## src/rtl/seven_segment_scanner_pkg.sv

```systemverilog
// Segment bit order and pin constants shared by the scanner, the decoder
// and any future display blocks.
package seven_segment_scanner_pkg;
  localparam int SEG_A  = 0;
  localparam int SEG_B  = 1;
  localparam int SEG_C  = 2;
  localparam int SEG_D  = 3;
  localparam int SEG_E  = 4;
  localparam int SEG_F  = 5;
  localparam int SEG_G  = 6;
  localparam int SEG_DP = 7;
  localparam logic [7:0] SEG_ALL_OFF_N = 8'hFF;
endpackage

```

## src/rtl/seven_segment_slot_timer.sv

```systemverilog
// Slot counter and digit index for the display scanner. The *_nxt outputs
// let the parent register pin values in the same cycle the index changes.
module seven_segment_slot_timer #(
  parameter int N_DIGITS     = 4,
  parameter int SLOT_CYCLES  = 50000,
  parameter int BLANK_CYCLES = 8
) (
  input  logic                        clk,
  input  logic                        rst_n,
  output logic [$clog2(N_DIGITS)-1:0] idx,
  output logic [$clog2(N_DIGITS)-1:0] idx_nxt,
  output logic                        blank_nxt,
  output logic                        start_nxt,
  output logic                        frame_start
);
  localparam int IW = $clog2(N_DIGITS);
  localparam int CW = $clog2(SLOT_CYCLES);
  localparam logic [IW-1:0] LAST_IDX  = IW'(N_DIGITS - 1);
  localparam logic [CW-1:0] LAST_CNT  = CW'(SLOT_CYCLES - 1);
  localparam logic [CW-1:0] BLANK_END = CW'(BLANK_CYCLES);

  logic          run;
  logic [CW-1:0] cnt, cnt_nxt;

  // The first edge after reset opens frame 0 without advancing the counter,
  // so slot 0 is a full slot and frame_start marks it like any other frame.
  always_comb begin
    cnt_nxt   = '0;
    idx_nxt   = '0;
    start_nxt = 1'b1;
    if (run) begin
      start_nxt = 1'b0;
      idx_nxt   = idx;
      if (cnt == LAST_CNT) begin
        idx_nxt   = (idx == LAST_IDX) ? '0 : idx + 1'b1;
        start_nxt = (idx == LAST_IDX);
      end else begin
        cnt_nxt = cnt + 1'b1;
      end
    end
    blank_nxt = (cnt_nxt < BLANK_END);
  end

  always_ff @(posedge clk or negedge rst_n) begin
    if (!rst_n) begin
      run         <= 1'b0;
      cnt         <= '0;
      idx         <= '0;
      frame_start <= 1'b0;
    end else begin
      run         <= 1'b1;
      cnt         <= cnt_nxt;
      idx         <= idx_nxt;
      frame_start <= start_nxt;
    end
  end
endmodule

```

## src/rtl/seven_segment_scanner.sv

```systemverilog
// Multiplexed common-anode 7-segment driver with per-frame snapshot.
// Build option LEADING_ZERO_BLANK_EN: darken zero digits above the top nonzero one.
module seven_segment_scanner
  import seven_segment_scanner_pkg::*;
#(
  parameter int N_DIGITS     = 4,
  parameter int SLOT_CYCLES  = 50000,
  parameter int BLANK_CYCLES = 8
) (
  input  logic                  clk,
  input  logic                  rst_n,
  input  logic [4*N_DIGITS-1:0] digits_bcd,
  input  logic [N_DIGITS-1:0]   dp_in,
  output logic [3:0]            digit_out,
  input  logic [7:0]            seg_ah_in,
  output logic [7:0]            seg_n,
  output logic [N_DIGITS-1:0]   an_n,
  output logic                  frame_start
);
  localparam int IW = $clog2(N_DIGITS);

  logic [IW-1:0]         idx, idx_nxt;
  logic                  blank_nxt, start_nxt;
  logic [4*N_DIGITS-1:0] snap_bcd, bcd_src;
  logic [N_DIGITS-1:0]   snap_dp, an_nxt, dark;
  logic [7:0]            seg_nxt;

  seven_segment_slot_timer #(
    .N_DIGITS    (N_DIGITS),
    .SLOT_CYCLES (SLOT_CYCLES),
    .BLANK_CYCLES(BLANK_CYCLES)
  ) u_timer (
    .clk        (clk),
    .rst_n      (rst_n),
    .idx        (idx),
    .idx_nxt    (idx_nxt),
    .blank_nxt  (blank_nxt),
    .start_nxt  (start_nxt),
    .frame_start(frame_start)
  );

  // On a capture edge the snapshot is being written, so digit 0 comes straight from the input.
  assign bcd_src = start_nxt ? digits_bcd : snap_bcd;

`ifdef LEADING_ZERO_BLANK_EN
  logic [N_DIGITS-1:0] snap_dark, dark_nxt;

  always_comb begin
    logic upper_zero;
    upper_zero = 1'b1;
    dark_nxt   = '0;
    for (int i = N_DIGITS - 1; i > 0; i--) begin
      upper_zero  = upper_zero && (digits_bcd[4*i +: 4] == 4'd0);
      dark_nxt[i] = upper_zero;
    end
  end

  always_ff @(posedge clk or negedge rst_n) begin
    if (!rst_n)         snap_dark <= '0;
    else if (start_nxt) snap_dark <= dark_nxt;
  end

  assign dark = snap_dark;
`else
  assign dark = '0;
`endif

  always_comb begin
    for (int i = 0; i < N_DIGITS; i++)
      an_nxt[i] = blank_nxt || (idx_nxt != IW'(i));
    seg_nxt         = dark[idx] ? SEG_ALL_OFF_N : ~seg_ah_in;
    seg_nxt[SEG_DP] = ~snap_dp[idx];
  end

  always_ff @(posedge clk or negedge rst_n) begin
    if (!rst_n) begin
      snap_bcd  <= '0;
      snap_dp   <= '0;
      digit_out <= '0;
      seg_n     <= SEG_ALL_OFF_N;
      an_n      <= '1;
    end else begin
      if (start_nxt) begin
        snap_bcd <= digits_bcd;
        snap_dp  <= dp_in;
      end
      digit_out <= bcd_src[{idx_nxt, 2'b00} +: 4];
      seg_n     <= seg_nxt;
      an_n      <= an_nxt;
    end
  end
endmodule

```

## config.mk

```make
export PLATFORM = sky130hd
export DESIGN_NAME = seven_segment_scanner
export DESIGN_NICKNAME = d
export VERILOG_FILES = /design/src/rtl/seven_segment_scanner_pkg.sv /design/src/rtl/seven_segment_slot_timer.sv /design/src/rtl/seven_segment_scanner.sv
export SDC_FILE = /design/constraint.sdc
export NUM_CORES = 1
export LEC_CHECK = 0
export CORE_ASPECT_RATIO = 0.6
export CORE_MARGIN = 2
export CORE_UTILIZATION = 40
export DETAILED_ROUTE_END_ITERATION = 6
export SLEW_MARGIN = 10
export SYNTH_ARGS = -nofsm -noshare
export SYNTH_HDL_FRONTEND = slang
export SYNTH_SLANG_ARGS = --single-unit
```

## constraint.sdc

```tcl
create_clock -name clk -period 2.7 [get_ports clk]
set_input_delay 0.54 -clock clk [delete_from_list [all_inputs] [get_ports clk]]
set_output_delay 0.54 -clock clk [all_outputs]
set_load 0.01 [all_outputs]
```

==> key figures <==
Finish
  • Layout cells sized above 1: 15.0%
  • Layout area overhead: 25.2%
  • Nets: 311
  • Cell Count, Final, Fillers Out: 364
  • N_diodes: 0

Placed design
  • Gp weighted congestion: 0.780
  • Pre-CTS WS: 0.408 ns
  • Port Buffers: 45
  • Placed Cells: 356
  • Final HPWL DP: 3760 um

Routing
  • ANT nets after route: 0
  • Top routing layer in use: met4
  • Final WL: 5120 um
  • WL met1: 2760 um
  • Met3 wire length: 284 um
  • Via count: 1769
  • Initial DRC count: 83
  • Pre-antenna DRT Iters: 4
  • # DRC: 0
  • Vias per cell: 4.86
  • DR WL/cell: 14.1 um
  • Met2 routed WL: 2040 um

Critical path
  • Cell family with most CP delay: simple AND/OR/NAND/NOR gates
  • Required @ worst endpoint: 2.91 ns
  • Crit path launch: u_timer.cnt[11]
  • Crit Path Max Fanout: 21
  • Reg2reg start: u_timer.cnt[11]
  • Setup crit end kind: flip-flop
  • Worst Path Arrival: 2.51 ns
  • Crit-path slowest cell: dfrtp_1
  • Crit path cell chain: nor4b_2 > nand4_1 > o21ai_2 > buf_12 > mux2_1 > o22a_1 > and3_1
  • Critical path class: reg -> reg
  • Worst Path Buf+Inv: 1
  • Startpoint types: flip-flop
  • Largest stage delay, worst path: 0.51 ns

Timing
  • Setup TNS: 0 ns
  • Fin Clk Skew: 0.00828 ns
  • Tcrit/Tclk final: 85.0%
  • Fin. Hold Viols: 0
  • Setup ws final: 0.405 ns
  • Achievable Freq: 436 MHz
  • Final Critical Period: 2.30 ns
  • Final setup viols: 0
  • Worst hold slack: 0.0723 ns
  • RSZ-0062 raised after global routing: no
  • Slew Limit Fails: 0

Die
  • Core Area: 6280 um^2
  • DIE HEIGHT: 67.3 um
  • Initial core utilization: 42.5%
  • Die area: 7360 um^2
  • Die W: 109 um
  • Num rows: 22
  • Top Ports: 47

Yosys
  • Yosys cell types: 47
  • Syn_nets: 267
  • Flops & latches, synth: 56
  • Yosys top cell area share: 41.3%
  • Sequential area share after synthesis: 53.1%
  • Avg Cell Area, Syn: 11.4 um^2
  • Synth top area cells: dfrtp_1, dfstp_2, xnor2_1, mux2_1, nor2_1
  • Synthesized cell area: 2670 um^2
  • Synth Flop Type: dfrtp_1
  • Gate Count Post-Synth: 235
  • Ys Warns: 0
  • Asr flop ratio synth: 100%
  • Area leader, netlist: dfrtp_1
  • Post-synth EDFFs: 0

CTS
  • CTS Sinks: 56
  • Post-cts sizing count: 0
  • CTS Buffer Depth: 2
  • H-tree depth: 2
  • CTS Root Cell: clkbuf_8
  • Clock Latency Late Sink: 0.31 ns
  • Hold buffers post-CTS: 0
  • Post-CTS setup buffer count: 0
  • CTS tree: yes
  • CTS Buf Count: 5
  • Clock transition at path regs: 0.10 ns

Global route
  • Tot GR Track Use: 15.4%
  • First-pass GRT wire length: 8540 um
  • Largest net degree at the start of global routing: 27
  • Vias in the first global route: 1727
  • Gr ovfl total: 0
  • Initial antenna violation count: 0

Power
  • Pwr Density: 542 nW/um^2
  • Leak: 1.40 nW
  • Worst VDD drop: 231 uV

Flow run
  • Max Cap Violations: 0

Run status
  • Status: completed

Min path
  • HP Class: in -> async
==> per-layer routing <==
metal	vias to the layer above	track usage, %
li1	875	-
met1	856	24.1
met2	35	20.8
met3	3	4.54
met4	0	3.32
met5	-	0
==> registers in the layout (all words and copies together) (netlist names) <==
register and count:
u_timer.idx 2, snap_bcd 16, seg_n 8, u_timer.frame_start 1, u_timer.cnt 16, snap_dp 4
digit_out 4, u_timer.run 1, an_n 4
==> cell usage after synthesis, types with 4 or more instances <==
library cell,instances
dfrtp_1,44
mux2_1,10
and3_1,8
nor2_1,22
mux2_2,5
dfstp_2,12
inv_1,14
nand2b_1,7
nor3_1,6
xnor2_1,13
mux2i_1,6
nand2_1,16
nand3_1,5
buf_4,4
nand4_1,5
xor2_1,7
o22a_1,4
or3_1,4
==> kinds of logic after synthesis <==
logic type | after synthesis | share of synthesized area (%)
other | 1 | 0.141
AND/OR/NAND/NOR | 87 | 17.8
buffers and inverters | 28 | 5.53
AO/OA/AOI/OAI | 17 | 5.35
flip-flops | 56 | 53.1
adder cells (fa/ha/maj) | 2 | 0.938
multiplexers | 24 | 10.6
XOR/XNOR | 20 | 6.57
==> path summary, 6_finish.rpt <==
path                                end  slack [ns]  cells past startpoint
max reg2reg                digit_out[1]        0.40                      7
min                          snap_dp[3]        0.07                      1
max in group asynchronous       an_n[2]        1.99                      2
max                        digit_out[1]        0.40                      7
min in group clk            snap_bcd[5]        0.48                      1
min reg2reg                 snap_bcd[5]        0.48                      1
==> layout by cell type (no fill, tap or decap), types with 8 or more instances in the layout <==
cell / netlist / final
mux2_1: 10 / 10
inv_1: 14 / 14
clkdlybuf4s50_1: 0 / 44
xnor2_1: 13 / 13
and3_1: 8 / 8
dfstp_2: 12 / 12
nand2_1: 16 / 16
nor2_1: 22 / 22
dfrtp_1: 44 / 44
==> cell type report <==
type	count	area [um^2]
flip-flops and latches	56	1420
repair buffers	51	503
well taps	84	105
clock inverters	3	90.1
inverters	14	52.6
fillers	566	2940
clock buffers	5	68.8
multi-input cells	151	1100
==> power by group <==
part	switching, mW	internal [mW]	total (mW)
combinational	0.0680	0.101	0.169
sequential	0.0178	0.891	0.909
clock	0.270	0.463	0.733
total	0.356	1.46	1.81
==> per-stage QoR <==
stage          util, %  area (um^2)  total power [mW]
2_1_floorplan        -         2670             0.994
5_1_grt           53.2         3340              1.89
6_report          53.2         3340              1.81
4_1_cts           53.2         3340              1.84
3_5_place_dp      50.7         3180              1.10
3_3_place_gp      50.7         3180              1.09
Power figures use the tool's default switching activity.
